### config.mk
export PLATFORM = sky130hd
export DESIGN_NAME = uart_rx_buffered
export DESIGN_NICKNAME = d
export VERILOG_FILES = /design/src/rtl/uart_rx_buffered.sv
export SDC_FILE = /design/constraint.sdc
export NUM_CORES = 1
export LEC_CHECK = 0
export CAP_MARGIN = 20
export CORE_UTILIZATION = 51
export CTS_CLUSTER_SIZE = 24
export DETAILED_ROUTE_END_ITERATION = 12
export PLACE_DENSITY = 0.76
export REMOVE_ABC_BUFFERS = 1
export SLEW_MARGIN = 10
export SYNTH_ARGS = -nofsm -noshare
export SYNTH_HDL_FRONTEND = slang
export SYNTH_SLANG_ARGS = --single-unit
### constraint.sdc
create_clock -name clk -period 3 [get_ports clk]
set_input_delay 0.3 -clock clk [delete_from_list [all_inputs] [get_ports clk]]
set_output_delay 0.3 -clock clk [all_outputs]
set_load 0.01 [all_outputs]
### src/rtl/uart_rx_buffered.sv
`default_nettype none
// ============================================================================
// Module   : uart_rx_buffered
// Purpose  : 8N1 UART receiver with a 2-flop synchroniser, 3-sample majority
//            vote at mid-bit, a small byte FIFO on a valid/ready output and a
//            running 32-bit checksum of consumed bytes.
// Options  : define UART_RX_PARITY_EN for one even-parity bit between the
//            data and the stop bit (11-bit frames, parity_err reported).
//            Undefined: 10-bit 8N1 frames, parity_err tied low.
// Revision : 1.0 - initial release
// ============================================================================
module uart_rx_buffered #(
  parameter int CLOCKS_PER_BIT = 3,   // >= 3
  parameter int FIFO_DEPTH     = 4    // power of two, >= 2
) (
  input  logic                          clk,
  input  logic                          rst_n,
  input  logic                          ser_rx,
  output logic [7:0]                    out_data,
  output logic                          out_valid,
  input  logic                          out_ready,
  output logic [$clog2(FIFO_DEPTH):0]   out_count,
  output logic                          frame_err,
  output logic                          overrun,
  output logic                          parity_err,
  output logic [31:0]                   out_sum
);

  localparam int c_TICK_W = $clog2(CLOCKS_PER_BIT);
  localparam int c_ADDR_W = $clog2(FIFO_DEPTH);
  localparam int c_CNT_W  = c_ADDR_W + 1;
  localparam int c_MID    = CLOCKS_PER_BIT / 2;

  // Sample points around mid-bit; the vote is resolved on the third sample.
  localparam logic [c_TICK_W-1:0] c_TICK_S0   = c_TICK_W'(c_MID - 1);
  localparam logic [c_TICK_W-1:0] c_TICK_S1   = c_TICK_W'(c_MID);
  localparam logic [c_TICK_W-1:0] c_TICK_DEC  = c_TICK_W'(c_MID + 1);
  localparam logic [c_TICK_W-1:0] c_TICK_LAST = c_TICK_W'(CLOCKS_PER_BIT - 1);
  localparam logic [c_CNT_W-1:0]  c_FULL      = c_CNT_W'(FIFO_DEPTH);

  localparam logic [2:0] c_ST_IDLE   = 3'd0;
  localparam logic [2:0] c_ST_START  = 3'd1;
  localparam logic [2:0] c_ST_DATA   = 3'd2;
`ifdef UART_RX_PARITY_EN
  localparam logic [2:0] c_ST_PARITY = 3'd3;
`endif
  localparam logic [2:0] c_ST_STOP   = 3'd4;
  localparam logic [2:0] c_ST_BREAK  = 3'd5;

  logic [1:0]          r_sync;
  logic                w_rx_s;
  logic [2:0]          r_state;
  logic [c_TICK_W-1:0] r_tick;
  logic [2:0]          r_bit;
  logic [7:0]          r_shift;
  logic                r_samp0;
  logic                r_samp1;
  logic                w_maj;
  logic                w_decide;
  logic                w_bit_end;
  logic                w_stop_dec;
  logic                w_par_bad;
  logic                w_full;
  logic                w_pop;
  logic                w_push;
  logic [7:0]          r_mem [FIFO_DEPTH];
  logic [c_ADDR_W-1:0] r_wr_ptr;
  logic [c_ADDR_W-1:0] r_rd_ptr;
  logic [c_CNT_W-1:0]  r_count;
  logic [31:0]         r_sum;
  logic                r_frame_err;
  logic                r_overrun;

  // Two-flop synchroniser; resets high so reset never looks like a start bit.
  always_ff @(posedge clk or negedge rst_n) begin
    if (!rst_n) begin
      r_sync <= 2'b11;
    end else begin
      r_sync <= {r_sync[0], ser_rx};
    end
  end

  assign w_rx_s     = r_sync[1];
  assign w_maj      = (r_samp0 & r_samp1) | (r_samp0 & w_rx_s) | (r_samp1 & w_rx_s);
  assign w_decide   = (r_tick == c_TICK_DEC);
  assign w_bit_end  = (r_tick == c_TICK_LAST);
  assign w_full     = (r_count == c_FULL);
  assign out_valid  = (r_count != '0);
  assign w_pop      = out_valid && out_ready;
  assign w_stop_dec = (r_state == c_ST_STOP) && w_decide;
  // A full FIFO still accepts the byte when the head leaves in the same cycle.
  assign w_push     = w_stop_dec && w_maj && !w_par_bad && (!w_full || w_pop);

  // Frame sequencer. IDLE and BREAK hold tick at 0, so the IDLE cycle that
  // detects the start edge doubles as tick 0 (and sample 0 when mid is 1).
  always_ff @(posedge clk or negedge rst_n) begin
    if (!rst_n) begin
      r_state <= c_ST_IDLE;
      r_tick  <= '0;
      r_bit   <= '0;
      r_shift <= '0;
      r_samp0 <= 1'b1;
      r_samp1 <= 1'b1;
    end else begin
      if (r_tick == c_TICK_S0) r_samp0 <= w_rx_s;
      if (r_tick == c_TICK_S1) r_samp1 <= w_rx_s;
      case (r_state)
        c_ST_IDLE: begin
          if (!w_rx_s) begin
            r_state <= c_ST_START;
            r_tick  <= c_TICK_W'(1);
          end
        end
        c_ST_START: begin
          if (w_decide && w_maj) begin
            r_state <= c_ST_IDLE;       // glitch, not a real start bit
            r_tick  <= '0;
          end else if (w_bit_end) begin
            r_state <= c_ST_DATA;
            r_tick  <= '0;
            r_bit   <= '0;
          end else begin
            r_tick  <= r_tick + c_TICK_W'(1);
          end
        end
        c_ST_DATA: begin
          if (w_decide) r_shift <= {w_maj, r_shift[7:1]};
          if (w_bit_end) begin
            r_tick <= '0;
            if (r_bit == 3'd7) begin
`ifdef UART_RX_PARITY_EN
              r_state <= c_ST_PARITY;
`else
              r_state <= c_ST_STOP;
`endif
            end else begin
              r_bit <= r_bit + 3'd1;
            end
          end else begin
            r_tick <= r_tick + c_TICK_W'(1);
          end
        end
`ifdef UART_RX_PARITY_EN
        c_ST_PARITY: begin
          if (w_bit_end) begin
            r_state <= c_ST_STOP;
            r_tick  <= '0;
          end else begin
            r_tick  <= r_tick + c_TICK_W'(1);
          end
        end
`endif
        c_ST_STOP: begin
          // Leave at the decision rather than the end of the stop bit so the
          // next start edge is never missed.
          if (w_decide) begin
            r_state <= w_maj ? c_ST_IDLE : c_ST_BREAK;
            r_tick  <= '0;
          end else begin
            r_tick  <= r_tick + c_TICK_W'(1);
          end
        end
        c_ST_BREAK: begin
          if (w_rx_s) r_state <= c_ST_IDLE;
        end
        default: begin
          r_state <= c_ST_IDLE;
          r_tick  <= '0;
        end
      endcase
    end
  end

`ifdef UART_RX_PARITY_EN
  logic r_par_bad;
  logic r_parity_err;

  // Even parity: latch a mismatch at the parity-bit decision.
  always_ff @(posedge clk or negedge rst_n) begin
    if (!rst_n) begin
      r_par_bad <= 1'b0;
    end else if ((r_state == c_ST_PARITY) && w_decide) begin
      r_par_bad <= w_maj ^ (^r_shift);
    end
  end

  // Parity error is reported only for a good stop bit; framing wins otherwise.
  always_ff @(posedge clk or negedge rst_n) begin
    if (!rst_n) begin
      r_parity_err <= 1'b0;
    end else begin
      r_parity_err <= w_stop_dec && w_maj && r_par_bad;
    end
  end

  assign w_par_bad  = r_par_bad;
  assign parity_err = r_parity_err;
`else
  assign w_par_bad  = 1'b0;
  assign parity_err = 1'b0;
`endif

  // One-cycle status pulses raised by the stop-bit decision.
  always_ff @(posedge clk or negedge rst_n) begin
    if (!rst_n) begin
      r_frame_err <= 1'b0;
      r_overrun   <= 1'b0;
    end else begin
      r_frame_err <= w_stop_dec && !w_maj;
      r_overrun   <= w_stop_dec && w_maj && !w_par_bad && w_full && !w_pop;
    end
  end

  assign frame_err = r_frame_err;
  assign overrun   = r_overrun;

  // Circular byte FIFO; pointers wrap naturally because the depth is 2^n.
  always_ff @(posedge clk or negedge rst_n) begin
    if (!rst_n) begin
      for (int i = 0; i < FIFO_DEPTH; i++) r_mem[i] <= '0;
      r_wr_ptr <= '0;
      r_rd_ptr <= '0;
      r_count  <= '0;
    end else begin
      if (w_push) begin
        r_mem[r_wr_ptr] <= r_shift;
        r_wr_ptr        <= r_wr_ptr + c_ADDR_W'(1);
      end
      if (w_pop) r_rd_ptr <= r_rd_ptr + c_ADDR_W'(1);
      case ({w_push, w_pop})
        2'b10:   r_count <= r_count + c_CNT_W'(1);
        2'b01:   r_count <= r_count - c_CNT_W'(1);
        default: r_count <= r_count;
      endcase
    end
  end

  assign out_data  = r_mem[r_rd_ptr];
  assign out_count = r_count;

  // Running checksum of every byte the consumer takes.
  always_ff @(posedge clk or negedge rst_n) begin
    if (!rst_n) begin
      r_sum <= '0;
    end else if (w_pop) begin
      r_sum <= r_sum + {24'b0, out_data};
    end
  end

  assign out_sum = r_sum;

endmodule
`default_nettype wire

# Word-level counts from Yosys, hierarchy flattened
# Index checks and enable logic that the tools add are counted.
classes:
  mux: 25
  add_sub_neg: 7
  order_cmp: 3
  n_eq_ne: 19
  reduce_logical: 23
  bitwise: 8
op_table:
  columns: ["operator", "n"]
  rows:
  - ["3-bit two-way mux", 12]
  - ["32-bit by 8-bit adder with 32-bit output", 1]
  - ["32-bit bitwise mux", 1]
  - ["8-bit two-way mux", 3]
  - ["8-bit binary-select mux with 2-bit select", 1]
  - ["8-bit demux with 2-bit select", 1]
  - ["2-bit != test, second input constant", 8]
  - ["3-bit one-hot mux with 5 select lines", 1]
  - ["3-bit == test, second input constant", 4]
  - ["3-bit one-hot mux with 2 select lines", 2]
  - ["1-bit logical AND", 9]
  - ["2-bit one-hot mux with 4 select lines", 1]
  - ["2-bit by 1-bit adder with 2-bit output, second input constant", 3]
  - ["3-bit by 1-bit adder with 3-bit output, second input constant", 2]
  - ["3-bit >= comparator, second input constant", 2]
  - ["2-bit two-way mux", 3]
  - ["2-bit NOT with 3-bit output", 2]
  - ["6-bit AND reduction", 1]
  - ["5-bit AND reduction", 1]
  - ["2-bit by 1-bit == test with 1-bit output, second input constant", 2]
  - ["2-bit == test, second input constant", 2]
  - ["2-bit AND reduction", 2]
  - ["2-bit nonzero test", 2]
  - ["1-bit bitwise AND", 3]
  - ["other kinds (13)", 16]
word_totals:
  reg_bits: 93
  out_inout_bits: 47
  input_bits: 4
  elab_cells: 102

# Longest topological paths before layout
logic_depth:
  word_depth: 7
  depth_mapped: 11
  ltp_nobuf: 10

# Worst setup path after synthesis
# Ideal clock, no wire load.
synth_path:
  path_type: "register to register"
  from: "register r_rd_ptr[0]"
  to: "register r_sum[12], in the netlist out_sum[12]"
  path_stages_with_launch: 11
  n_path_buf: 2
  setup_slack_ns: -0.324
  required_time_ns: 2.868
  arrival_ns: 3.193
  setup_time_ns: 0.132
  period_less_slack_ns: 3.324
  path_cell_list: "dfrtp_1 > clkbuf_1 > mux4_2 > ha_1 > fa_1 > a21o_1 > a221oi_1 > o21a_1 > buf_2 > nor3_1 > xor2_1"
synth_between:
  elab_chain_len: 5
synth_lines:
  columns: ["element", "line", "rtl"]
  rows:
  - ["from (decl)", "68", "logic [c_ADDR_W-1:0] r_rd_ptr;"]
  - ["from (signal assigned)", "229", "if (w_pop) r_rd_ptr <= r_rd_ptr + c_ADDR_W'(1);"]
  - ["2-bit NOT with 3-bit output (implied by the code)", "238", "assign out_data = r_mem[r_rd_ptr];"]
  - ["8-bit binary-select mux with 2-bit select", "238", null]
  - ["8-bit two-way mux (implied by the code) (2 in a row)", "238", null]
  - ["net out_data[0]", "19", "output logic [7:0] out_data,"]
  - ["32-bit by 8-bit adder with 32-bit output", "246", "r_sum <= r_sum + {24'b0, out_data};"]
  - ["to (signal assigned)", "246", null]
  - ["to (decl)", "70", "logic [31:0] r_sum;"]
# The timed path passes the listed nets, and every way through them passes these cells. The select of a mux whose other input is x is not followed.
# A chain may end at the register's enable or synchronous reset.

# Worst setup path after layout
layout_path:
  from: "register r_rd_ptr[0]"
  to: "register r_sum[18], in the netlist out_sum[18]"
layout_between:
  elab_chain_len: 5
layout_lines:
  columns: ["element", "line"]
  rows:
  - ["2-bit NOT with 3-bit output (implied by the code)", "238"]
  - ["8-bit binary-select mux with 2-bit select", "238"]
  - ["8-bit two-way mux (implied by the code) (2 in a row)", "238"]
  - ["32-bit by 8-bit adder with 32-bit output", "246"]
# Every way passes these cells. The select of a mux whose other input is x is not followed.

==> flow_summary.yaml <==
run_status:
  result_of_the_run: "finished with violations"
  violated_checks: "negative hold slack"
final_layout:
  most_common_cell_after_layout_fill_and_taps_aside: "sky130_fd_sc_hd__dfrtp_1"
  filler_cell_count: 697
  layout-area-overhead-vs-synth_pct: 19.4
  final_nets: 450
  mostFrequentLayoutCells: "sky130_fd_sc_hd__dfrtp_1 (89), sky130_fd_sc_hd__clkdlybuf4s50_1 (48), sky130_fd_sc_hd__mux2_1 (33), sky130_fd_sc_hd__nand2_1 (27), sky130_fd_sc_hd__xor2_1 (26)"
  final_core_util: 0.624
  drive_gt1_frac: 0.145
  layout.cell_area.non_filler_um2: 5410
  diodes: 0
sta:
  worst_pin_slew_ps: 814
  worst_slew_margin_rel: 0.457
  finalHoldWorstSlack_ps: -16.5
  final.setup.worst_slack_ps: 156
  period_share: 0.948
  grt_setup_unrepaired: "false"
  finClkSkew_ps: 12.5
  final_hold_viol_count: 6
  fmax_mhz: 352
  finalSetupViolations: 0
  period_needed_ps: 2840
  slew_viol_final: 0
grt:
  grt_max_degree: 91
  grt.total_usage: 0.221
  grt_pass1_vias: 3108
  grt_first_pass_wirelength_mm: 15.4
  antenna_violations_before_repair: 0
  globalRoute.totalOverflow: 0
logic_synthesis:
  synth_largest_area_cell: "sky130_fd_sc_hd__dfrtp_1"
  portion_of_netlist_area_occupied_by_mux_cells: 0.147
  ys.flop_type: "sky130_fd_sc_hd__dfrtp_1"
  synth-seq-cells: 93
  synth_edf_count: 0
  syn_area_um2: 4530
  synth.top_cell.area_share: 0.491
  async_flop_share: 1.00
  post_synth_inst_count: 374
  synth_simple_gate_area_frac: 0.129
  post_synth_xor_area_fraction: 0.0715
  largest_cells_by_area_after_synthesis: "sky130_fd_sc_hd__dfrtp_1 (49%), sky130_fd_sc_hd__mux2_1 (8.2%), sky130_fd_sc_hd__xor2_1 (5.0%)"
  yosysWarningCount: 0
  yosysSeqAreaShare: 0.514
  synth_adder_area_share: 0.0527
  synth_top_family_by_area: "multiplexers"
  synthDistinctLibCells: 53
  compound_gate_portion_of_the_synthesized_area: 0.0649
  syn_avg_cell_area_um2: 12.1
power_and_ir_drop:
  power.ir.vdd_worst_uv: 433
  design_power_total_uw: 2960
  power.density_nw_per_um2: 546
  power_leakage_uw: 0.00257
cts:
  post_cts.repair.setup_buffers: 0
  tritoncts: "done"
  h-tree-depth: 3
  cts_root_buffer: "sky130_fd_sc_hd__clkbuf_8"
  cts-buffers-inserted: 9
  clkLatencyLatePin_ps: 350
  clk_transition_reported_paths_ps: 100
  clk_path_buf_depth: 2
  cts_num_sinks: 93
critical_path:
  worstSetupEndpointType: "flip-flop"
  timing.critical_path.arrival_ps: 3120
  critical_path_required_ps: 3280
  cp-startpoint: "r_rd_ptr[0]"
  worst-path-max-fanout: 12
  start_kind: "flip-flop"
  regToRegStartpoint: "r_rd_ptr[0]"
  worst-setup-path-type: "flip-flop to flip-flop"
placed_design:
  pre_cts_setup_slack_ps: 107
  dp_hpwl_mm: 6.49
  total_cell_area_at_the_placement_stage_um2: 5170
  place_congestion: 0.840
  io_buffers: 49
floorplanning:
  die_height_um: 96.3
  floorplan.core_area_um2: 8680
  start_util: 0.522
  die-area_um2: 9270
  floorplan.rows: 34
  die_w_um: 96.3
  floorplan.io_pins: 51
routing:
  wl_per_cell_um: 16.8
  remaining_drc_errors: 0
  via_count: 3110
  avgViaCountPerCell: 5.74
  number_of_drc_violations_after_detailed_routing_iteration_0: 130
  wirelength_mm: 9.10
  drt_pass1_iterations: 4
  number_of_nets_still_failing_antenna_checks_after_routing: 0
hold_path:
  hold_path.class: "input port to async pin"
run:
  maxCapViolations: 0
stage by stage:
stage | instances | hold slack, ps | TNS, ps
after floorplan | 363 | 4.41 | -1420
after global placement | 526 | 346 | 0
after detailed placement | 526 | 349 | 0
after CTS | 542 | 195 | 0
after global routing | 542 | 80.6 | 0
final | 542 | -16.5 | 0
power by group:
part	total, µW	internal (µW)	switching (µW)
combinational	602	303	299
clock	829	408	421
sequential	1530	1370	155
total	2960	2080	875
state kept, by name, summed over array words and instances (netlist names), 3 cells and up:
register	count
out_sum	32
r_mem	32
r_shift	8
out_count	3
r_bit	3
r_state	3
Yosys cell counts (all sizes together), types with 2 or more instances:
| cell | instances |
|---|---|
| a211oi | 2 |
| a21o | 4 |
| a21oi | 9 |
| a22o | 2 |
| a31oi | 2 |
| and3 | 6 |
| buf | 4 |
| clkbuf | 7 |
| dfrtp | 89 |
| dfstp | 4 |
| fa | 2 |
| ha | 15 |
| inv | 12 |
| mux2 | 43 |
| mux4 | 8 |
| nand2 | 31 |
| nand2b | 3 |
| nand3 | 11 |
| nand4 | 6 |
| nor2 | 14 |
| nor2b | 2 |
| nor3 | 13 |
| nor3b | 2 |
| nor4 | 7 |
| nor4b | 2 |
| o211ai | 2 |
| o21a | 2 |
| o21ai | 15 |
| o32ai | 2 |
| or3 | 3 |
| or4b | 2 |
| xnor2 | 11 |
| xor2 | 26 |
final cells by class:
| cell class | count | area [µm²] | area share |
|---|---|---|---|
| flip-flops and latches | 93 | 2330 | 0.431 |
| multi-input cells | 258 | 2150 | 0.397 |
| repair buffers | 55 | 549 | 0.102 |
| clock buffers | 11 | 141 | 0.0261 |
| well taps | 108 | 135 | 0.0250 |
| clock inverters | 5 | 60.1 | 0.0111 |
| inverters | 12 | 45.0 | 0.00832 |
kinds of logic after synthesis:
| logic type | count (synthesis) |
|---|---|
| DFF | 93 |
| xor gates and xnor gates | 37 |
| buffers and inverters | 23 |
| adders and majority gates | 18 |
| other | 1 |
| and+or+nand+nor | 105 |
| muxes | 51 |
| AOI/OAI and AO/OA | 46 |
worst max-delay path, cell delays in order (launching register included):
cell and delay, ps:
sky130_fd_sc_hd__dfrtp_1 410, sky130_fd_sc_hd__buf_4 220, sky130_fd_sc_hd__mux4_2 550, sky130_fd_sc_hd__ha_1 410, sky130_fd_sc_hd__and3_1 200, sky130_fd_sc_hd__a221oi_2 70
sky130_fd_sc_hd__o21a_1 230, sky130_fd_sc_hd__buf_12 150, sky130_fd_sc_hd__nor4b_1 360, sky130_fd_sc_hd__xor2_1 180
per-layer routing:
metal / global-route usage / share of wire / vias up
met4: 0.0808 / 0.017 / 0
met2: 0.365 / 0.50 / 64
li1: - / - / 1459
met5: 0 / 0 / -
met3: 0.0340 / 0.031 / 14
met1: 0.296 / 0.45 / 1573
final timing paths:
kind	to	cells past startpoint	slack, ps
setup / recovery	out_sum[18]	9	160
hold / removal	r_bit[2]	1	-20
setup reg to reg	out_sum[18]	9	160
hold reg to reg	r_sync[1]	0	360
max in group asynchronous	r_samp0	2	2260
min in group clk	r_sync[1]	0	360
what timing repair did:
action	CTS	global route
hold buffers	0	0
resized for setup	0	7
endpoints found under the setup margin	0	13
No activity file was read; power rests on OpenSTA's default activity.
